--- config.mk ---
export PLATFORM = sky130hd
export DESIGN_NAME = counter_monitor
export DESIGN_NICKNAME = d
export VERILOG_FILES = /design/src/rtl/counter_monitor_pkg.sv /design/src/rtl/counter_monitor_fifo.sv /design/src/rtl/counter_monitor.sv
export SDC_FILE = /design/constraint.sdc
export NUM_CORES = 1
export LEC_CHECK = 0
export BUFFER_PORTS_ARGS = -buffer_cell sky130_fd_sc_hd__buf_2
export CELL_PAD_IN_SITES_DETAIL_PLACEMENT = 1
export CELL_PAD_IN_SITES_GLOBAL_PLACEMENT = 1
export CORE_UTILIZATION = 50
export CTS_CLUSTER_DIAMETER = 200
export DETAILED_ROUTE_END_ITERATION = 7
export GPL_ROUTABILITY_DRIVEN = 0
export HOLD_SLACK_MARGIN = 0.1
export PLACE_DENSITY = 0.88
export SLEW_MARGIN = 20
export SYNTH_ARGS = -nofsm -noshare
export SYNTH_HDL_FRONTEND = slang
export SYNTH_SLANG_ARGS = --single-unit
export TNS_END_PERCENT = 30
--- constraint.sdc ---
create_clock -name clk -period 3.7 [get_ports clk]
set_input_delay 0.37 -clock clk [delete_from_list [all_inputs] [get_ports clk]]
set_output_delay 0.37 -clock clk [all_outputs]
set_load 0.005 [all_outputs]
--- src/rtl/counter_monitor_pkg.sv ---
// Shared types for the counter monitor: event codes carried through the
// event queue and the tracking FSM state encoding.
package counter_monitor_pkg;

  // Event codes as they appear on evt_type.
  typedef enum logic [1:0] {
    EVT_NONE    = 2'b00,
    EVT_WRAP    = 2'b01,
    EVT_ERR     = 2'b10,
    EVT_RESTART = 2'b11
  } evt_type_e;

  // Tracking FSM: IDLE waits for enable, TRACK compares successive samples.
  typedef enum logic {
    ST_IDLE  = 1'b0,
    ST_TRACK = 1'b1
  } state_e;

  localparam int EVT_TYPE_W = 2;

endpackage

--- src/rtl/counter_monitor_fifo.sv ---
// First-word-fall-through event queue. Pointers carry one extra wrap bit so
// full and empty are distinguished without a separate occupancy counter.
// A push into a full queue is still accepted when a pop happens in the same
// cycle, because the freed slot is reused at that edge.
module counter_monitor_fifo #(
  parameter int W     = 10,
  parameter int DEPTH = 4
) (
  input  logic         clk,
  input  logic         rst,
  input  logic         push,
  input  logic [W-1:0] push_data,
  input  logic         pop,
  output logic [W-1:0] head_data,
  output logic         full,
  output logic         empty
);

  localparam int AW = $clog2(DEPTH);

  logic [AW:0]  wr_ptr;
  logic [AW:0]  rd_ptr;
  logic [W-1:0] mem [DEPTH];
  logic         pop_fire;
  logic         push_fire;

  assign empty     = (wr_ptr == rd_ptr);
  assign full      = (wr_ptr[AW] != rd_ptr[AW]) &&
                     (wr_ptr[AW-1:0] == rd_ptr[AW-1:0]);
  assign pop_fire  = pop && !empty;
  assign push_fire = push && (!full || pop_fire);
  assign head_data = mem[rd_ptr[AW-1:0]];

  // Storage array; contents are only observable behind a valid pointer pair.
  always_ff @(posedge clk) begin
    if (push_fire) begin
      mem[wr_ptr[AW-1:0]] <= push_data;
    end
  end

  // Read/write pointers; reset empties the queue immediately.
  always_ff @(posedge clk or posedge rst) begin
    if (rst) begin
      wr_ptr <= '0;
      rd_ptr <= '0;
    end else begin
      if (push_fire) wr_ptr <= wr_ptr + 1'b1;
      if (pop_fire)  rd_ptr <= rd_ptr + 1'b1;
    end
  end

endmodule

--- src/rtl/counter_monitor.sv ---
// Watches an upstream counter and reports wraps, restarts and sequence
// errors through a small event queue, alongside saturating statistics.
//
// Handshake: evt_valid is high whenever the queue holds an event; the head
// (evt_type/evt_value) is held stable until a rising clk edge where both
// evt_valid and evt_ready are high, which pops it. evt_ready may be high
// while evt_valid is low; nothing happens then.
module counter_monitor
  import counter_monitor_pkg::*;
#(
  parameter int WIDTH      = 8,
  parameter int FIFO_DEPTH = 4,
  parameter int ERR_W      = 16
) (
  input  logic             clk,
  input  logic             rst,
  input  logic             en,
  input  logic [WIDTH-1:0] cnt_in,
  output logic             evt_valid,
  input  logic             evt_ready,
  output logic [1:0]       evt_type,
  output logic [WIDTH-1:0] evt_value,
  output logic [ERR_W-1:0] err_count,
  output logic [ERR_W-1:0] wrap_count,
  output logic             overflow
);

  localparam int QW = EVT_TYPE_W + WIDTH;

  state_e           state;
  logic [WIDTH-1:0] prev;
  logic [WIDTH-1:0] expected;
  evt_type_e        evt;
  logic             push;
  logic             pop_fire;
  logic [QW-1:0]    head_data;
  logic             q_full;
  logic             q_empty;

  // Classify the current sample against the previous one.
  always_comb begin
    evt      = EVT_NONE;
    expected = prev + 1'b1;
    if (state == ST_TRACK && en) begin
      if (cnt_in == expected) begin
        // Matching the successor of all-ones means the counter rolled over.
        if (cnt_in == '0) evt = EVT_WRAP;
      end else if (cnt_in == '0) begin
        evt = EVT_RESTART;
      end else begin
        evt = EVT_ERR;
      end
    end
  end

  assign push     = (evt != EVT_NONE);
  assign pop_fire = evt_ready && !q_empty;

  counter_monitor_fifo #(
    .W     (QW),
    .DEPTH (FIFO_DEPTH)
  ) u_fifo (
    .clk       (clk),
    .rst       (rst),
    .push      (push),
    .push_data ({evt, cnt_in}),
    .pop       (evt_ready),
    .head_data (head_data),
    .full      (q_full),
    .empty     (q_empty)
  );

  assign evt_valid = !q_empty;
  assign evt_type  = q_empty ? EVT_NONE : head_data[QW-1:WIDTH];
  assign evt_value = q_empty ? '0 : head_data[WIDTH-1:0];

  // Tracking FSM and previous-sample register; every enabled sample resyncs prev.
  always_ff @(posedge clk or posedge rst) begin
    if (rst) begin
      state <= ST_IDLE;
      prev  <= '0;
    end else begin
      case (state)
        ST_IDLE: begin
          if (en) begin
            prev  <= cnt_in;
            state <= ST_TRACK;
          end
        end
        ST_TRACK: begin
          if (en) prev  <= cnt_in;
          else    state <= ST_IDLE;
        end
        default: state <= ST_IDLE;
      endcase
    end
  end

  // Saturating statistics and the sticky drop flag.
  always_ff @(posedge clk or posedge rst) begin
    if (rst) begin
      err_count  <= '0;
      wrap_count <= '0;
      overflow   <= 1'b0;
    end else begin
      if (evt == EVT_ERR && err_count != '1)   err_count  <= err_count + 1'b1;
      if (evt == EVT_WRAP && wrap_count != '1) wrap_count <= wrap_count + 1'b1;
      if (push && q_full && !pop_fire)         overflow   <= 1'b1;
    end
  end

endmodule
Yosys cells after proc, flatten, opt, wreduce, memory -nomap -nowiden
Memory sizes are Yosys's and may differ from the RTL's.
Index checks and enable logic that the tools add are counted.

cells by class
  reduce and logical (&&, ||, !) cells = 14
  bitwise operators = 0
  add/subtract/negate cells = 5
  shift-type cells = 0
  multipliers = 0
  magnitude comparators = 0
  muxes and demuxes = 10
  div/mod/pow operators = 0
  equality and inequality tests = 8

operators with widths
  cell                     number
  $add A16 B1 Y16 const B  2
  $ne A16 B16 Y1 const B   2
  $mux W8                  2
  $add A8 B1 Y8 const B    1
  $eq A8 B8 Y1             1
  $logic_and A1 B1 Y1      8
  $logic_not A8 Y1         1
  $add A3 B1 Y3 const B    2
  $mux W2                  3
  $mux W1                  5
  $eq A3 B3 Y1             1
  $logic_not A1 Y1         3
  $eq A2 B1 Y1 const B     1
  $eq A2 B2 Y1             1
  $eq A2 B2 Y1 const B     1
  $reduce_bool A2 Y1       1
  $logic_or A1 B1 Y1       1
  $ne A1 B1 Y1             1

word-level totals
  word-level logic and storage cells = 45
  memory bits (writable) = 40
  output and inout bits = 44
  memories = 1
  bits in latches = 0
  ROM bits = 0
  flip-flop bits (word level) = 48

memory list
  name        depth  bits a word  read ports  clocked after Yosys merged registers in  wr ports  RTL line                    source
  u_fifo.mem  4      10           1           0                                        1         counter_monitor_fifo.sv:23  logic [W-1:0] mem [DEPTH];

Longest topological paths before layout
  word-level depth = 8
  depth in mapped cells = 9

Cells and area by module
Synthesis repeated with hierarchy kept, for this count alone.

unflattened totals
  cells, all modules = 313
  area total of the unflattened synthesis = 4221.5 um^2

by module, submodules not included
  module                area an instance (um^2)  times used  cells each  sequential area each (um^2)
  counter_monitor       2349.8                   1           225         1051.0
  counter_monitor_fifo  1871.8                   1           88          1351.3

Worst setup path before layout
Ideal clock, no wire load.

  path type = flip-flop to flip-flop
  start point = register prev[3]
  end point = memory u_fifo.mem[3][0] (enable)
  arrival time = 2030 ps
  path slack = 1287 ps
  setup time = 383 ps
  required time = 3317 ps
  stages on the path, launching flop included = 7
  clock period less this slack = 2413 ps
  cells stage by stage = dfrtp_1 nand4_1 or3_1 and4b_1 and4_4 buf_6 a21oi_1

on the way
  word-level cells in the longest chain between the ends = 8

ends and longest elaborated chain
  item                           RTL line                    source
  start: declaration             counter_monitor.sv:31       logic [WIDTH-1:0] prev;
  start signal: assignment       counter_monitor.sv:86       prev <= cnt_in;
  start signal: assignment       counter_monitor.sv:91       if (en) prev <= cnt_in;
  $add A8 B1 Y8                  counter_monitor.sv:43       expected = prev + 1'b1;
  $eq A8 B8 Y1                   counter_monitor.sv:45       if (cnt_in == expected) begin
  $mux W2                        counter_monitor.sv:45
  $mux W2                        counter_monitor.sv:44       if (state == ST_TRACK && en) begin
  $reduce_bool A2 Y1             counter_monitor.sv:56       assign push = (evt != EVT_NONE);
  $logic_and A1 B1 Y1            counter_monitor_fifo.sv:31  assign push_fire = push && (!full || pop_fire);
  $mux W1                        counter_monitor_fifo.sv:36  if (push_fire) begin
  $mux W1 (not written as such)  counter_monitor_fifo.sv:37  mem[wr_ptr[AW-1:0]] <= push_data;
  end: declaration               counter_monitor_fifo.sv:23

No other way between the ends.

Worst setup path in the final report
  start point = register prev[0]
  end point = memory u_fifo.mem[1][6] (enable)

Same word-level chain as after synthesis.

==> impl_metrics.json <==
{
  "outcome": "finished, final reports clean",
  "synth_top_cells_by_area": "dfrtp_1 29%, edfxtp_1 29%, xor2_1 6.0%",
  "synth_edf_count": 40,
  "synthCells": 305,
  "synth_compound_area_frac": 0.01921,
  "yosysTopAreaCell": "dfrtp_1",
  "routed_wl_mm": 8.605,
  "io_buffers": 55,
  "slew_viol_final": 0,
  "hold_buffers": 0,
  "combPwrFrac": 0.276,
  "rsz0062_at_grt": "no",
  "totalPowerFinal_mw": 2.695,
  "synth_xor_area_frac": 0.09607,
  "p_clk_frac": 0.249,
  "sw_frac_of_total": 0.3085,
  "rr_worst_depth": 7,
  "synth-simple-area-share": 0.1659,
  "layout-drive-gt1-share": 0.2965,
  "die_w_um": 92.59,
  "ant_nets": 0,
  "dp_hpwl_mm": 6.164,
  "period_needed_ps": 2751,
  "relSlewSlack": 0.4127,
  "routedWlPerCell_um": 18.19,
  "root_buffer": "clkbuf_8",
  "gr-total-overflow": 0,
  "firstDrtPassIters": 4,
  "clk_pin_slew_ps": 90,
  "power.switching_mw": 0.8315,
  "final_common_cell": "buf_2",
  "syn_to_final_growth_pct": 14.15,
  "highest_layer": "met4",
  "finalClockSkew_ps": 14.63,
  "period_share": 0.7434,
  "slowest_delay_ps": 450,
  "synth_top_family_by_area": "simple AND/OR/NAND/NOR gates",
  "endpoint_kind": "register",
  "cp_top_family": "simple AND/OR/NAND/NOR gates",
  "maxCapViolations": 0,
  "pwr-share-seq": 0.475,
  "critPathBufInv": 0,
  "clock_sinks": 88,
  "async_flop_share": 0.5455,
  "critical_path_depth": 7,
  "vias_per_cell": 5.543,
  "post_cts_buffers": 0,
  "seq_area_frac_synth": 0.5855,
  "grt_pass1_wl_mm": 14.25,
  "powerDensity_nw_per_um2": 575.5,
  "route.met3.wl_um": 285,
  "arrival_ps": 2790,
  "setup_violations": 0,
  "syn_area_um2": 4103,
  "required_ps": 3740,
  "vias": 2622,
  "regArea_um2": 2402,
  "yosysWarnings": 0,
  "n_antenna_cell": 0,
  "setup-tns-final_ps": 0,
  "synth.distinct_cells": 41,
  "hold_violations": 0,
  "core_um2": 7848,
  "path_class": "reg2reg",
  "hold_path_class": "in2async",
  "max_freq_ghz": 0.3636,
  "yosys_most_used_dff": "dfrtp_1",
  "routedLengthMet1_mm": 3.732,
  "fillers": 818,
  "crit_fanout": 19,
  "drt_iter0_markers": 86,
  "syn-mean-instance-area_um2": 13.45,
  "ir_drop_v": 0.0003007,
  "final_net_count": 386,
  "grt.total_usage": 0.2200,
  "power.internal_mw": 1.864,
  "initial_core_util": 0.5228,
  "ys_seq_elements": 88,
  "crit_chain": "ha_1 -> nor2b_1 -> or3_1 -> a31oi_1 -> and4_4 -> a21boi_2 -> and2_1",
  "io_pins": 56,
  "die-area_um2": 8572,
  "yosys-mux-area-fraction": 0.08783,
  "antenna_found_initial": 0,
  "row_count": 32,
  "mostFrequentLayoutCells": "55 x buf_2, 48 x dfrtp_1, 40 x edfxtp_1",
  "wl_met2_mm": 4.491,
  "dieHeight_um": 92.59,
  "postLayoutSetupSlackWorst_ps": 949.4,
  "h-tree-depth": 3,
  "clk_path_buf_depth": 2,
  "multi_input_area_um2": 1614,
  "cts_resized": 0,
  "netlist.area_leader.share": 0.2928,
  "cts_buffers": 9,
  "grt_pass1_vias": 2748,
  "cpMaxStageDelayCell": "dfrtp_1",
  "cts_tree": "built",
  "drc": 0,
  "worstMarginPinSlew_ps": 872.9,
  "syn_nets": 325,
  "grt_max_degree": 49,
  "p_leak_nw": 2.014,
  "clk_latency_ps": 350,
  "fin_hold_ws_ps": 133.1,
  "startpoint_type": "register",
  "synthAdderAreaFrac": 0.02440,
  "post-place-ws_ps": 943.2
}
-- sequential cells by signal, indices dropped and copies added (netlist names) --
register	cells
u_fifo.mem	40
err_count	16
wrap_count	16
prev	8
u_fifo.rd_ptr	3
u_fifo.wr_ptr	3
overflow	1
state	1
-- power groups by stage --
stage	Sequential, mW	Combinational (mW)	Clock (mW)
4_1_cts	1.28	0.766	0.684
5_1_grt	1.30	0.836	0.724
3_3_place_gp	1.29	0.710	0
6_report	1.28	0.744	0.670
3_5_place_dp	1.30	0.758	0
2_1_floorplan	1.26	0.496	0
-- area by class of cell --
class / instances / share of cell area
tap: 102 / 0.02725
inverter: 10 / 0.008282
timing repair buffer: 58 / 0.06359
sequential: 88 / 0.5130
clock inverter: 7 / 0.01683
clock buffer: 9 / 0.02645
multi-input combinational: 199 / 0.3446
-- logic make-up (layout without fill, tap and decap cells) --
family | Yosys count | after routing
xor+xnor | 45 | 45
simple gates | 112 | 112
compound gates | 12 | 12
fa+ha+maj | 8 | 8
flops | 88 | 88
buf+inv | 18 | 84
mux | 22 | 22
-- routing by layer --
metal,vias to the layer above,track usage
li1,1219,-
met1,1339,0.2870
met2,54,0.3735
met3,10,0.04598
met4,0,0.05990
met5,-,0
-- cells in the mapped netlist (all sizes together) (11+ instances only) --
| master | count |
|---|---|
| mux2 | 12 |
| and2 | 15 |
| edfxtp | 40 |
| nand2 | 18 |
| dfrtp | 48 |
| xnor2 | 17 |
| nor2 | 18 |
| nand3 | 14 |
| nor3 | 11 |
| xor2 | 28 |
| nor4 | 11 |
-- worst reg2reg max path: cells and delay by family (launching register included) --
family	cells	cell delay (ps)
simple gates	4	1320
compound gates	2	410
fa+ha+maj	1	260
flops	1	450
-- per-stage QoR --
step / cells / instance area [um2] / utilization
detailed placement: 457 / 4479 / 0.5708
finish: 473 / 4683 / 0.5968
global route: 473 / 4683 / 0.5968
CTS: 473 / 4682 / 0.5966
global placement: 457 / 4479 / 0.5708
floorplan: 305 / 4103 / -
-- path summary, 6_finish.rpt --
kind	start	end	slack (ps)
min	rst	err_count[0]$_DFFE_PP0P_	130
min reg2reg	overflow$_DFFE_PP0P_	overflow$_DFFE_PP0P_	480
max	prev[0]$_DFFE_PP0P_	u_fifo.mem[1][6]$_DFFE_PP_	950
min in group clk	en	state$_DFF_PP0_	280
max in group asynchronous	rst	state$_DFF_PP0_	3050
max reg2reg	prev[0]$_DFFE_PP0P_	u_fifo.mem[1][6]$_DFFE_PP_	950
(Power assumes the default switching activity.)
